[src/rtl/keypad_emulator.sv]
// 4x4 matrix keypad emulator: answers a column scan on the row lines as if a
// requested key were held for HOLD_SCANS scans and then released for RELEASE_SCANS scans.
module keypad_emulator #(
  parameter int unsigned HOLD_SCANS     = 4,
  parameter int unsigned RELEASE_SCANS  = 2,
  parameter int unsigned TIMEOUT_CYCLES = 1024
) (
  input  logic       clk,
  input  logic       reset,
  input  logic [3:0] key_code,
  input  logic       press,
  input  logic [3:0] col,
  output logic [3:0] fila,
  output logic       busy,
  output logic       done,
  output logic       error
);

  localparam int unsigned MaxScans = (HOLD_SCANS > RELEASE_SCANS) ? HOLD_SCANS : RELEASE_SCANS;
  localparam int unsigned ScanW    = $clog2(MaxScans + 1);
  localparam int unsigned IdleW    = $clog2(TIMEOUT_CYCLES + 1);

  localparam logic [ScanW-1:0] HoldLast = ScanW'(HOLD_SCANS - 1);
  localparam logic [ScanW-1:0] RelLast  = ScanW'(RELEASE_SCANS - 1);
  localparam logic [IdleW-1:0] IdleLast = IdleW'(TIMEOUT_CYCLES - 1);

  typedef enum logic [1:0] {StIdle, StSync, StHold, StRelease} state_e;

  state_e           state_q;
  logic [3:0]       col_q;
  logic [3:0]       key_q;
  logic [ScanW-1:0] scan_q;
  logic [IdleW-1:0] idle_q;
  logic             sstart;

  assign sstart = (col == 4'b0001) && (col_q != 4'b0001);

  always_ff @(posedge clk or posedge reset) begin
    if (reset) begin
      state_q <= StIdle;
      col_q   <= '0;
      key_q   <= '0;
      scan_q  <= '0;
      idle_q  <= '0;
      done    <= 1'b0;
      error   <= 1'b0;
    end else begin
      col_q <= col;
      done  <= 1'b0;
      error <= 1'b0;
      case (state_q)
        StIdle: begin
          if (press) begin
            key_q   <= key_code;
            scan_q  <= '0;
            idle_q  <= '0;
            state_q <= StSync;
          end
        end
        default: begin
          // A scan start always beats the timeout threshold in the same cycle.
          if (sstart) begin
            idle_q <= '0;
            if (state_q == StSync) begin
              state_q <= StHold;
              scan_q  <= '0;
            end else if (state_q == StHold) begin
              if (scan_q == HoldLast) begin
                state_q <= StRelease;
                scan_q  <= '0;
              end else begin
                scan_q <= scan_q + 1'b1;
              end
            end else begin
              if (scan_q == RelLast) begin
                state_q <= StIdle;
                scan_q  <= '0;
                done    <= 1'b1;
              end else begin
                scan_q <= scan_q + 1'b1;
              end
            end
          end else if (idle_q == IdleLast) begin
            state_q <= StIdle;
            idle_q  <= '0;
            scan_q  <= '0;
            error   <= 1'b1;
          end else begin
            idle_q <= idle_q + 1'b1;
          end
        end
      endcase
    end
  end

  assign busy = (state_q != StIdle);

  // Zero-latency row answer so the controller sees the key in the same column slot.
  always_comb begin
    fila = '0;
    if ((state_q == StHold) && (col == (4'b0001 << key_q[1:0]))) begin
      fila = 4'b0001 << key_q[3:2];
    end
  end

endmodule

[config.mk]
export PLATFORM = sky130hd
export DESIGN_NAME = keypad_emulator
export DESIGN_NICKNAME = d
export VERILOG_FILES = /design/src/rtl/keypad_emulator.sv
export SDC_FILE = /design/constraint.sdc
export NUM_CORES = 1
export LEC_CHECK = 0
export ABC_AREA = 0
export CAP_MARGIN = 20
export CORE_MARGIN = 2
export CORE_UTILIZATION = 54
export CTS_CLUSTER_DIAMETER = 60
export DETAILED_ROUTE_END_ITERATION = 10
export GPL_ROUTABILITY_DRIVEN = 0
export PLACE_DENSITY_LB_ADDON = 0.15
export SYNTH_ARGS = -nofsm -noshare
export SYNTH_HDL_FRONTEND = slang
export SYNTH_SLANG_ARGS = --single-unit
[constraint.sdc]
create_clock -name clk -period 2.83 [get_ports clk]
set_clock_uncertainty 0.2 [all_clocks]
set_input_delay 0.849 -clock clk [delete_from_list [all_inputs] [get_ports clk]]
set_output_delay 0.849 -clock clk [all_outputs]
set_load 0.05 [all_outputs]
==> run metrics <==
Unique masters post-synth 38; failing checks negative setup slack; # diodes 0; Critical Path Source col[0]; endpoints failing hold 0; final core occ 0.7485; DR DRC count 0; post-synthesis simple-gate area fraction 0.2117; Post-Synthesis Cells 141; Initial Util 0.5702; flops & latches, synth 26; Adder-Cell Fraction of Synth Area 0.07972; CP required between 1.5 and 2 ns; Tot Pwr approximately 1.3 mW; Synth Area in XOR/XNOR 0.01240; Synth top area share 0.4606; Row Count 18; Final period util 1.013; antenna violations before repair 0; Power per Cell Area 689.1 mW/mm2; IO Pins 18; Setup crit end fila[0]; Tightest Pin Transition 0.4970 ns; Clk pwr share 0.201; Pre-antenna DRT Iters 4; Seq pwr share 0.418; Max Cap Viol 0; worst reg-to-reg path cell count 7; R2R Setup Slk 0.66 ns; Psw 474.6 uW; synthesized cell area ~0.0014 mm2; layout cells sized above 1 0.2882; GRT overflow 0; setup TNS -0.04392 ns; Antenna Nets Post-Route 0; TritonCTS clock tree yes; Compound-Gate Fraction of Synth Area 0.1594; DR iter-0 viols 23; synth top area cells dfrtp_1, ha_1, o21ai_0; crit-path max FO 4; die area between 0.003 and 0.004 mm2; sw frac 0.3714; Slew Limit Fails 0; largest net degree at the start of global routing 27; Hold Crit Class reg -> reg; total CTS buffers 3; data arrival time of the critical path 1.82 ns; Internal Dissipation roughly 800 uW; synth warn 0; Die Y approximately 55 um; sequential area share after synthesis 0.4606; Clk pin slew, worst setup/hold paths 0.15 ns; Clk Latency, worst-skew pair roughly 0.33 ns; DR vias 1158; routed wire length 2934 um; CP Capture Type output port; Total Routing Usage GR 0.2237; core box area 0.002477 mm2; largest area contributor in the netlist dfrtp_1; via density per instance 5.790; worst vdd ir 0.4960 mV; reg2reg end idle_q[2]; RSZ-0062 raised after global routing true; Avg Cell Area, Syn 10.02 um2; area growth from synthesis to layout 31.27%; post-synthesis mux area share 0.03897; slowest stage delay, CP 0.26 ns; run status finished with violations; P_leak 0.7939 nW; fin area 0.001854 mm2; wire length of the first global-routing pass approximately 4800 um; post-DP HPWL 2167 um; placed inst area 0.001748 mm2; largest family of logic cells by synthesized area simple AND/OR/NAND/NOR gates; routed len/inst around 15 um; relative slew slack 0.6676; Clock Sink Count 26; highest clock rate 348.7 MHz; Max Root-Sink Buffers 2; worst path cell trace buf_8 > o21ai_2 > o2111ai_2 > a21oi_2 > nor3b_4 > buf_12; Crit Path Class in -> out; final worst slack -0.03787 ns; port buffer count 17; worst r2r src state_q[1]; number of H-tree levels 1; Worst path slowest cell nor3b_4; Synthesized Nets around 160; Logic pwr share 0.380; final setup vio count 2; Total Nets Final about 190; Final min period around 2.9 ns; root buffer cell clkbuf_4; vias in the first global route 1126; CP Launch Type input pin; die width about 55 um
==> cell type report <==
| type | count | area [um2] |
|---|---|---|
| clock buffer | 3 | 22.52 |
| multi-input combinational | 103 | 768.2 |
| fill | 163 | 623.1 |
| clock inverter | 1 | 30.03 |
| tap | 30 | 37.54 |
| timing repair buffer | 27 | 307.8 |
| inverter | 10 | 37.54 |
| sequential | 26 | 650.6 |
==> Yosys cell counts <==
cell / number
o2111ai_1: 1
or3b_2: 1
and2b_2: 1
xnor2_1: 2
o21ai_4: 1
or4b_4: 1
o211ai_1: 2
a21oi_1: 10
nand3_2: 1
nor2_1: 7
nor4b_4: 1
nor4_1: 2
and3_1: 4
nor3_1: 1
nand3_1: 5
and4bb_2: 1
or2_1: 1
a22o_1: 1
mux2i_1: 1
o21a_1: 1
or2_2: 1
nor2b_1: 2
clkbuf_1: 1
nor3b_1: 1
mux2_2: 4
ha_1: 9
inv_1: 10
or3_1: 2
nor2_2: 1
a31oi_1: 3
o41ai_1: 2
a211oi_1: 1
or2b_2: 1
dfrtp_1: 26
or3_2: 2
nand2_1: 14
o21ai_0: 15
buf_6: 1
==> logic make-up (layout without fill, tap and decap cells) <==
logic type                 after synthesis  after routing
buffers and inverters                   12             41
AOI/OAI and AO/OA                       37             37
xor gates and xnor gates                 2              2
and+or+nand+nor                         50             50
adders and majority gates                9              9
muxes                                    5              5
DFF                                     26             26
==> repair_timing <==
item                       4_1_cts  5_1_grt
hold buffers                     0        0
pin swaps                        5        3
gates resized for setup         28        5
setup buffers                    0        1
setup endpoints to repair        4        4
==> layer usage <==
layer / up-vias / GRT usage / share of wire
li1: 561 / - / -
met1: 571 / 0.2775 / 0.43
met2: 24 / 0.4067 / 0.54
met3: 2 / 0.02419 / 0.025
met4: 0 / 0.06504 / 0.0099
met5: - / 0 / 0
==> sequential cells by signal, indices dropped and copies added (netlist names) <==
| signal | cells |
|---|---|
| col_q | 4 |
| done | 1 |
| error | 1 |
| idle_q | 11 |
| key_q | 4 |
| scan_q | 3 |
| state_q | 2 |
==> through the flow <==
stage	worst slack (ns)	cells	hold slack (ns)
after floorplan	0.008253	141	0.2582
after global placement	-0.4100	195	0.2774
after detailed placement	-0.4890	195	0.2808
after CTS	-0.05271	199	0.3138
after global routing	-0.1416	200	0.3455
final	-0.03787	200	0.3143
==> cells in the final DEF (no fill, tap or decap), types with 2 or more instances in the layout <==
cell             count
dfrtp_1             26
nand2_1             14
o21ai_0             13
buf_4               10
inv_1                9
a21oi_1              8
ha_1                 8
clkdlybuf4s50_1      8
nor2_1               5
nand3_1              5
buf_12               5
and3_1               4
mux2_2               4
nor2_2               3
a31oi_1              3
clkbuf_4             3
nor2b_1              2
o41ai_1              2
nor4_1               2
or3_2                2
or3_1                2
o211ai_1             2
xnor2_1              2
buf_8                2
buf_6                2
==> how the worst min path moves through the flow <==
| stage | slack, ns | start | endpoint | depth (start not counted) |
|---|---|---|---|---|
| after floorplan | 0.26 | idle_q[10] | idle_q[10] | 1 |
| after global placement | 0.28 | idle_q[10] | idle_q[10] | 1 |
| after detailed placement | 0.28 | idle_q[10] | idle_q[10] | 1 |
| after CTS | 0.31 | idle_q[10] | idle_q[10] | 1 |
| after global routing | 0.35 | idle_q[10] | idle_q[10] | 1 |
| final | 0.31 | idle_q[10] | idle_q[10] | 1 |
==> power by group through the flow <==
| stage | Sequential, mW | Clock, mW | Combinational (mW) |
|---|---|---|---|
| final | 0.535 | 0.257 | 0.486 |
| after detailed placement | 0.529 | 0 | 0.455 |
| after floorplan | 0.510 | 0 | 0.319 |
| after global routing | 0.544 | 0.278 | 0.527 |
| after CTS | 0.526 | 0.265 | 0.468 |
| after global placement | 0.522 | 0 | 0.440 |
==> critical path, delay by kind of cell <==
family	cells	cell delay, ns
AOI/OAI and AO/OA	3	0.44
buffers and inverters	2	0.27
and+or+nand+nor	1	0.26
(Power assumes the default switching activity.)
